File: config.mk
export PLATFORM = sky130hd
export DESIGN_NAME = branch_comparator_seq
export DESIGN_NICKNAME = d
export VERILOG_FILES = /design/src/rtl/branch_comparator_seq.sv
export SDC_FILE = /design/constraint.sdc
export NUM_CORES = 1
export LEC_CHECK = 0
export CAP_MARGIN = 30
export CORE_ASPECT_RATIO = 2
export CORE_MARGIN = 2
export CORE_UTILIZATION = 49
export CTS_CLUSTER_SIZE = 8
export DETAILED_ROUTE_END_ITERATION = 8
export PLACE_DENSITY = 0.83
export RECOVER_POWER = 50
export SLEW_MARGIN = 40
export SYNTH_ARGS = -nofsm -noshare
export SYNTH_HDL_FRONTEND = slang
export SYNTH_SLANG_ARGS = --single-unit
File: constraint.sdc
create_clock -name clk -period 3.95 [get_ports clk]
set_input_delay 0.79 -clock clk [delete_from_list [all_inputs] [get_ports clk]]
set_output_delay 0.79 -clock clk [all_outputs]
set_load 0.01 [all_outputs]
File: src/rtl/branch_comparator_seq.sv
// branch_comparator_seq
// Multi-cycle RV64 branch operand comparator. Walks the operands CHUNK bits
// per cycle, most significant chunk first, and produces the EQ / LS / LU flags
// consumed by the B-type decoder. A start/busy/valid handshake lets the
// control FSM stall fetch until the flags are ready.
//
// Build option:
//   BRANCH_CMP_EARLY_EXIT_EN - when defined, the compare finishes on the same
//   edge that finds the first differing chunk. Otherwise every compare takes
//   exactly N = XLEN/CHUNK cycles. Flag values are identical in both builds.

module branch_comparator_seq #(
    parameter int XLEN  = 64,
    parameter int CHUNK = 16
) (
    input  logic            clk,
    input  logic            reset,
    input  logic            start,
    input  logic [XLEN-1:0] rs1,
    input  logic [XLEN-1:0] rs2,
    output logic            busy,
    output logic            valid,
    output logic            EQ,
    output logic            LS,
    output logic            LU
);

    localparam int N     = XLEN / CHUNK;
    localparam int IDX_W = (N > 1) ? $clog2(N) : 1;
    localparam logic [IDX_W-1:0] IDX_TOP = IDX_W'(N - 1);

    generate
        if ((XLEN % CHUNK) != 0) begin : g_bad_chunk
            $error("branch_comparator_seq: XLEN must be a multiple of CHUNK");
        end
    endgenerate

    typedef enum logic {
        S_IDLE = 1'b0,
        S_CMP  = 1'b1
    } state_t;

    state_t state_q, state_d;

    // Latched operands (pure datapath, no reset needed)
    logic [XLEN-1:0] a_q, b_q;

    // Compare progress
    logic [IDX_W-1:0] idx_q, idx_d;
    logic             decided_q, decided_d;
    logic             ltu_q, ltu_d;

    // Registered results
    logic valid_q, valid_d;
    logic eq_q, eq_d;
    logic ls_q, ls_d;
    logic lu_q, lu_d;

    // Per-cycle compare terms
    logic [CHUNK-1:0] a_chunk, b_chunk;
    logic             chunk_diff;
    logic             chunk_lt;
    logic             dec_now;
    logic             ltu_now;
    logic             finish;
    logic             accept;
    logic             res_lu;

    // Select the chunk under inspection and fold it into the running decision
    always_comb begin
        a_chunk = '0;
        b_chunk = '0;
        for (int i = 0; i < N; i++) begin
            if (idx_q == i[IDX_W-1:0]) begin
                a_chunk = a_q[i*CHUNK +: CHUNK];
                b_chunk = b_q[i*CHUNK +: CHUNK];
            end
        end
        chunk_diff = (a_chunk != b_chunk);
        chunk_lt   = (a_chunk < b_chunk);
        // A decision made on a higher chunk is never overridden by lower ones
        dec_now    = decided_q | chunk_diff;
        ltu_now    = decided_q ? ltu_q : (chunk_diff & chunk_lt);
`ifdef BRANCH_CMP_EARLY_EXIT_EN
        finish     = (state_q == S_CMP) && ((idx_q == '0) || (chunk_diff && !decided_q));
`else
        finish     = (state_q == S_CMP) && (idx_q == '0);
`endif
        res_lu     = dec_now & ltu_now;
    end

    // FSM state register
    always_ff @(posedge clk or posedge reset) begin
        if (reset) begin
            state_q <= S_IDLE;
        end else begin
            state_q <= state_d;
        end
    end

    // FSM next-state logic
    always_comb begin
        state_d = state_q;
        case (state_q)
            S_IDLE:  if (start)  state_d = S_CMP;
            S_CMP:   if (finish) state_d = S_IDLE;
            default:             state_d = S_IDLE;
        endcase
    end

    // FSM outputs: busy flag and the accept strobe for new requests
    always_comb begin
        busy   = (state_q == S_CMP);
        accept = (state_q == S_IDLE) && start;
    end

    // Next values for compare progress and result registers
    always_comb begin
        idx_d     = idx_q;
        decided_d = decided_q;
        ltu_d     = ltu_q;
        valid_d   = 1'b0;
        eq_d      = eq_q;
        ls_d      = ls_q;
        lu_d      = lu_q;
        if (accept) begin
            idx_d     = IDX_TOP;
            decided_d = 1'b0;
            ltu_d     = 1'b0;
        end else if (finish) begin
            idx_d   = '0;
            valid_d = 1'b1;
            eq_d    = ~dec_now;
            lu_d    = res_lu;
            // Opposite signs decide the signed result outright
            ls_d    = (a_q[XLEN-1] != b_q[XLEN-1]) ? a_q[XLEN-1] : res_lu;
        end else if (state_q == S_CMP) begin
            idx_d     = idx_q - 1'b1;
            decided_d = dec_now;
            ltu_d     = ltu_now;
        end
    end

    // Control and result registers; reset aborts any compare and clears flags
    always_ff @(posedge clk or posedge reset) begin
        if (reset) begin
            idx_q     <= '0;
            decided_q <= 1'b0;
            ltu_q     <= 1'b0;
            valid_q   <= 1'b0;
            eq_q      <= 1'b0;
            ls_q      <= 1'b0;
            lu_q      <= 1'b0;
        end else begin
            idx_q     <= idx_d;
            decided_q <= decided_d;
            ltu_q     <= ltu_d;
            valid_q   <= valid_d;
            eq_q      <= eq_d;
            ls_q      <= ls_d;
            lu_q      <= lu_d;
        end
    end

    // Operand capture on the accepting edge; inputs are free to change after
    always_ff @(posedge clk) begin
        if (accept) begin
            a_q <= rs1;
            b_q <= rs2;
        end
    end

    assign valid = valid_q;
    assign EQ    = eq_q;
    assign LS    = ls_q;
    assign LU    = lu_q;

endmodule
==> results of run 1 <==
[power breakdown]
group / switching [uW] / internal [uW]
Sequential: 135 / 1900
Combinational: 680 / 735
Clock: 562 / 853
[cells by family after synthesis]
kind of cell,share of synthesized area
fa+ha+maj,0.03721
flops,0.7563
buf+inv,0.02256
mux,0.1360
simple gates,0.02279
compound gates,0.02512
[cells in the mapped netlist, drive strengths merged]
library cell  instances
clkbuf                3
mux2                  1
dfrtp                 9
buf                   5
a2111oi               1
and2b                 1
a22oi                 1
o2111ai               1
inv                  23
and4                  3
a31o                  1
a21oi                 5
o22ai                 2
o21ai                 5
and3                  1
nor2                  5
mux4                 32
ha                   16
a32o                  1
nand2                 4
a41oi                 1
or3                   1
nand4                 2
nand2b                3
edfxtp              128
a2111o                1
a21boi                1
nand3                 2
[routing by layer]
metal  vias to the layer above  track usage  part of all wire
met4                         0       0.1028             0.032
met1                      1466       0.1921              0.31
li1                       1365            -                 -
met3                        18      0.06161             0.043
met2                       106       0.3879              0.61
met5                         -            0                 0
[state kept, by name (all words and copies together), names as in the netlist]
| register | count |
|---|---|
| b_q | 64 |
| decided_q | 1 |
| LU | 1 |
| a_q | 64 |
| ltu_q | 1 |
| idx_q | 2 |
| LS | 1 |
| valid | 1 |
| EQ | 1 |
| busy | 1 |
[path summary, 6_finish.rpt]
| check | to | slack [ns] | cells after the start |
|---|---|---|---|
| worst min register to register | ltu_q | 0.52 | 1 |
| min in group asynchronous | LS | 0.81 | 2 |
| worst max-delay path | ltu_q | 0.77 | 9 |
| max in group asynchronous | idx_q[0] | 2.85 | 2 |
| worst max register to register | ltu_q | 0.77 | 9 |
| worst min-delay path | ltu_q | 0.52 | 1 |
[stage by stage]
stage	hold WS [ns]	setup WS (ns)	utilization	instances
finish	0.5153	0.7749	0.6936	567
global route	0.5320	0.5634	0.6936	567
CTS	0.5214	0.7536	0.6927	563
detailed placement	0.5093	0.7565	0.6429	531
global placement	0.4877	0.9091	0.6429	531
floorplan	0.4748	0.09987	-	259
[area by class of cell]
type	instances	area share
Antenna cell	4	0.001335
Inverter	23	0.01185
Clock inverter	14	0.01452
Sequential cell	137	0.5428
Tap cell	140	0.02336
Clock buffer	18	0.05723
Multi-Input combinational cell	91	0.1587
Timing Repair Buffer	140	0.1902
==> results.txt, run 1 <==
136 I/O pins were placed. At the worst endpoint, the arrival time is 3.47 ns. The tools report the number of buffers created by CTS as 17. Subtracting the final worst setup slack from the clock period gives 3.175 ns.

The share of post-route cells with drive strength above 1 is 0.1655. Summed over all layers, the global routing overflow is 0. The signal on the critical path passes through buf_12 > mux4_2 > ha_1 > and4_2 > and4_1 > o2111ai_1 > a32o_2 > and2b_1 > a31o_1.

For this run, design rule violations remaining after detail routing come to 0. The clock latency on the worst-skew pair is 0.41 ns, and the clock sink total is 137. The worst-case IR drop observed on VDD is 0.4973 mV.

The H-tree generated during clock tree synthesis spans 4 levels. The logs give 0 for the number of hold violations in the final report and 50 for the largest net degree at the start of global routing. The flow ran to the end, and the final reports show no timing, DRC or antenna violations. The largest single stage delay on the critical path is 0.61 ns.

Counting every net in the synthesized netlist gives 406. The count of buffering cells on the critical path with inverters included is 1, and the relative slew slack is 0.6122. The most area-hungry cell type in the Yosys netlist is edfxtp_1. Initial antenna violation count: 4. The overall fraction of global-route tracks in use was 0.2055; the first-pass GRT wire length was 17,370 um. For this design the static power due to leakage is 0.002680 uW.

The detail route stage leaves a number of antenna-violating nets equal to 0. The tool flagged a number of max-cap violations equal to 0. Number of rows in the core area: 54.

The floorplan step defined a core boundary enclosing 10,810 sq um. The number of slew-limit violations in the final report is 0. The via count came out at 2,955.

A synthesized cell averages 20.77 sq um. The floorplan step set the die height to 152.2 um. The path category of the worst min-delay check was reg2reg. Derived from the worst setup path, the maximum achievable clock frequency is 315.0 MHz.

The power density normalized to cell area is 648.8 nW/um^2. The share of the synthesized area in the top cell type works out to 0.7144. Type of destination of the critical path: a flop. Dividing the detail-routed wire length by the instance count gives 19.87 um. The number of synthesized register bits works out to 137. The cell chosen for the clock root is clkbuf_16. The run gives 259 as the post-synthesis cell count. Setup repair after global routing left no endpoint under its margin. Tracing the worst setup path back leads to its startpoint at idx_q[0]. The total chip power is 4865 uW, and the distinct cell type count after synthesis is 30. The final-layout fill cell count came out at 714. The cell area that synthesis handed to floorplanning was 5380 sq um.

The worst setup path is of the reg2reg kind. In the post-synthesis netlist, the biggest area contributors are edfxtp_1, mux4_2, dfrtp_1. Type of origin of the critical path: a flop. The detailed router finished its first iteration with 137 violations. The clock-pin slew of the registers on the worst-case setup and hold paths works out to 0.06 ns. The cell at the slowest stage of the critical path was dfrtp_2. The number of buffers inserted by port buffering came out at 135.

At the worst endpoint, the required time is 4.24 ns. Wires add up to 11,270 um. Summing all non-filler instances in the final layout gives an area of 7498 sq um. Yosys printed 0 warnings.

The wire-length estimate of the detail-placed layout is 8383 um. Setup violations remaining at the end of the flow were counted as 0. In this run the most critical hold path is launched from ltu_q. The via count of the first global-routing pass is 3,382. The logs give 4 for the number of search-and-repair iterations in the first detailed-routing pass and 0 for the number of gates given a new drive strength after cts. The tools report the placement-stage cell area as 6950 sq um.

The tools report the total negative slack as 0 ns. The most common library cell in the layout ignoring fill and taps was dlygate4sd3_1. For the sequential cell area in the final layout, the log shows 4070 sq um. The worst flop-to-flop path startpoint is idx_q[0]. Sequential area share after synthesis: 0.7563. Routability-driven placement finished with a final weighted congestion of 0.8317.

The net count of the finished layout is 557. Of all nets on the critical path, the largest fanout is 23. After detailed routing, the number of vias per cell comes to 5.212. The starting density of the core is 0.4977, and the area enclosed by the die boundary is 11,890 sq um.

Kind of cell with the highest combined delay on the critical path: simple AND/OR/NAND/NOR gates. On the final layout, the worst clock skew is 0.01003 ns. The final cycle utilization of the critical path came out at 0.8038. The width of the die came out at 78.10 um. Summing all multi-input logic gate instances after layout gives 1190 sq um. The area growth from synthesis to layout is 39.37%.

The run gives 2 as the maximum root-to-sink buffer count. TritonCTS built the clock tree. Hold repair after CTS inserted 0 buffers. After clock tree synthesis, the setup repair step added 0 buffers. The actual slew at the worst max-slew pin came out at 0.5817 ns. Leaving out fill and tap cells, the most frequent cells in the layout are dlygate4sd3_1, edfxtp_1, mux4_2.
Power figures use the tool's default switching activity.
==> inputs of run 2 (changes only) <==
--- a/config.mk
+++ b/config.mk
@@ -8,10 +8,10 @@
 export CAP_MARGIN = 30
 export CORE_ASPECT_RATIO = 2
 export CORE_MARGIN = 2
-export CORE_UTILIZATION = 49
+export CORE_UTILIZATION = 44
 export CTS_CLUSTER_SIZE = 8
 export DETAILED_ROUTE_END_ITERATION = 8
-export PLACE_DENSITY = 0.83
+export PLACE_DENSITY = 0.79
 export RECOVER_POWER = 50
 export SLEW_MARGIN = 40
 export SYNTH_ARGS = -nofsm -noshare
==> constraint.sdc (replaced) <==
create_clock -name clk -period 2.85 [get_ports clk]
set_input_delay 0.57 -clock clk [delete_from_list [all_inputs] [get_ports clk]]
set_output_delay 0.57 -clock clk [all_outputs]
set_load 0.01 [all_outputs]
==> results.txt, run 2 (synthesized netlist as in run 1, its figures left out) <==
TritonCTS built the clock tree. The number of setup violations in the final report was 1 (+1); the highest clock rate was 347.7 MHz (+10%). The logs give 0 (unchanged) for the number of design rule violations left after detail routing and 0 (unchanged) for the number of maximum-capacitance violations. Total global routing overflow: 0 (unchanged). The library cell used most frequently in the layout, excluding fill and tap cells, is dlygate4sd3_1.

The count of buffering cells on the critical path with inverters included was 3 (+2); the number of top-level pins was 136 (unchanged). The actual slew at the worst max-slew pin is 0.4740 ns (-0.1077 ns), and the switching power is 2188 uW (+59%). The final non-filler cell total is 592 (+4.4%), and the via count of the first global-routing pass is 3,417 (+1.0%). The largest individual stage delay along the critical path comes from the cell dfrtp_2.

The checks that failed: setup timing. Counting stages on the worst path, the most repeated cell is buf_12. The tools report the type of origin of the critical path as a flop. The total detailed-routing wirelength is 12,170 um (+8.0%), and the antenna violation net count after detailed routing is 0 (unchanged). Type of destination of the critical path: a flop. For the maximum root-to-sink buffer count, the log shows 2 (unchanged). Compared with the post-synthesis result, the final layout area differs by 48.26%.

The setup slack after layout is -0.02592 ns (-0.8008 ns). The run finished, with violations left. The routed wirelength normalized by instance count works out to 20.56 um (+3.4%).

The number of hold violations in the final report came out at 0 (unchanged). The HPWL after detailed placement is 8364 um (-0.23%), and the overall fraction of global-route tracks in use is 0.1901 (-0.01539). The final-layout fill cell count is 803 (+12%). The first-pass GRT wire length is 17,510 um (+0.83%), and the number of buffers inserted by port buffering is 135 (unchanged).

Shortest clock period the worst path allows after layout: 2.876 ns (-0.2992 ns). The final cycle utilization of the critical path is 1.009 (+0.2053). The fraction of power spent switching nets came out at 0.2794 (-0.003572). The cell chosen for the clock root was clkbuf_16. The run gives 3.15 ns (-1.09 ns) as the required time of the worst setup path. The tools report the number of hold buffers added after cts as 0 (unchanged).

The power density normalized to cell area was 981.7 nW/um^2 (+51%). The number of rows in the core area came out at 57 (+5.6%). The peak per-stage delay on the critical path works out to 0.51 ns (-0.10 ns). The share of post-route cells with drive strength above 1 was 0.2506 (+0.08508). In the layout the commonest cells are dlygate4sd3_1, edfxtp_1, mux4_2. The post-placement setup slack was -0.006269 ns (-0.7628 ns). For the clock skew, the log shows 0.006266 ns (-0.003763 ns). The number of H-tree levels came out at 4 (unchanged).

The placement-stage cell area was 7004 sq um (+0.77%). The number of DRC markers in iteration 0 is 192 (+40%). The min-delay analysis places its worst path in the category reg2reg. The logs give 5643 uW (+62%) for the internal power and 0.002836 uW (+5.8%) for the leakage component of the power. Setup repair after global routing could not meet its margin everywhere. The number of slew-limit violations in the final report is 0 (unchanged), and the final weighted congestion in routability-driven placement is 0.8051 (-3.2%). Die extent in y: 160.4 um (+5.4%). The biggest fanout along the worst timing path is 6 (-74%), and the placeable core area is 12,050 sq um (+11%).

Initial antenna violation count: 6 (+2). For the area enclosed by the die boundary, the log shows 13,180 sq um (+11%). The logs give 137 (unchanged) for the clock sink total and 0.355 (-0.063) for the sequential group share of total power. The largest registers in the layout are a_q x64, b_q x64, idx_q x2. The number of search-and-repair iterations in the first detailed-routing pass is 4 (unchanged). The relative slew slack was 0.6828 (+0.07064); the cell count after placement was 541 (+1.9%). The total negative slack is -0.02592 ns (-0.02592 ns), and the part of the total power dissipated in combinational logic is 0.348 (+0.057). The starting density of the core was 0.4464 (-0.05130). The largest net degree at the start of global routing came out at 81 (+62%).

The maximum VDD drop is 0.5631 mV (+13%). The clock-pin slew of the registers on the worst-case setup and hold paths is 0.05 ns (about the same). The run gives 3,076 (+4.1%) as the via count. The logs give 0.5316 ns (+0.01626 ns) for the minimum hold slack and 0.41 ns (about the same) for the clock latency on the worst-skew pair. The number of buffers created by CTS was 17 (unchanged); the clock network fraction of total power was 0.297 (+0.006). The signal on the critical path passes through buf_12 > buf_12 > mux4_2 > inv_1 > ha_4 > and4_2 > and4_4 > o2111ai_2 > a32o_2 > and2b_1 > a31o_1.

The worst setup path is of the reg2reg kind. The total non-filler cell area in the finished layout was 7976 sq um (+6.4%); the vias per cell was 5.196 (-0.30%). The kind of cell with the highest combined delay on the critical path is simple AND/OR/NAND/NOR gates. For the number of nets in the finished design, the log shows 573 (+2.9%). The data arrival time of the worst path is 3.17 ns (-0.30 ns), and the width of the die is 82.19 um (+5.2%).
-- run 2: path summary, 6_finish.rpt --
check	startpoint	slack [ns]	cells past startpoint	to
worst max-delay path	idx_q[0]	-0.03	11	ltu_q
worst min-delay path	ltu_q	0.53	1	ltu_q
worst max register to register	idx_q[0]	-0.03	11	ltu_q
worst min register to register	ltu_q	0.53	1	ltu_q
max in group asynchronous	reset	1.98	2	idx_q[0]
min in group asynchronous	reset	0.58	2	valid
-- run 2: area by class of cell --
| type | count | area [sq um] | share of cell area |
|---|---|---|---|
| antenna | 6 | 15.01 | 0.001882 |
| clock buffer | 18 | 429.2 | 0.05380 |
| clock inverter | 14 | 203.9 | 0.02557 |
| inverter | 23 | 90.09 | 0.01129 |
| multi-input combinational | 91 | 1344 | 0.1685 |
| sequential | 137 | 4071 | 0.5104 |
| tap | 147 | 183.9 | 0.02306 |
| timing repair buffer | 156 | 1639 | 0.2055 |
-- run 2: worst register-to-register path: stages, from the launching register on --
cell and delay, ns:
dfrtp_2 0.51, buf_12 0.17, buf_12 0.11, mux4_2 0.51, inv_1 0.12, ha_4 0.15
and4_2 0.21, and4_4 0.24, o2111ai_2 0.11, a32o_2 0.29, and2b_1 0.16, a31o_1 0.18
-- run 2: metal layers --
layer	up-vias	routed length, um	track usage
li1	1395	-	-
met1	1553	3941	0.1891
met2	102	7385	0.3449
met3	26	431	0.04213
met4	0	412	0.1061
met5	-	0	0
-- run 2: power by group through the flow --
| stage | registers (uW) | logic [uW] | clock network (uW) |
|---|---|---|---|
| 2_1_floorplan | 2770 | 1390 | 0 |
| 3_3_place_gp | 2780 | 2060 | 0 |
| 3_5_place_dp | 2800 | 2140 | 0 |
| 4_1_cts | 2770 | 2250 | 2350 |
| 5_1_grt | 2810 | 2970 | 2450 |
| 6_report | 2780 | 2720 | 2330 |
-- run 2: through the flow --
step             util  power, uW
6_report       0.6618       7831
5_1_grt        0.6618       8229
4_1_cts        0.6382       7360
3_5_place_dp   0.5811       4943
3_3_place_gp   0.5811       4841
2_1_floorplan       -       4157
-- run 2: repair_timing --
action | 4_1_cts | 5_1_grt
gates cloned | 0 | 2
setup endpoints to repair | 2 | 3
buffers inserted | 5 | 6
resized for setup | 2 | 29
pin swaps | 0 | 7
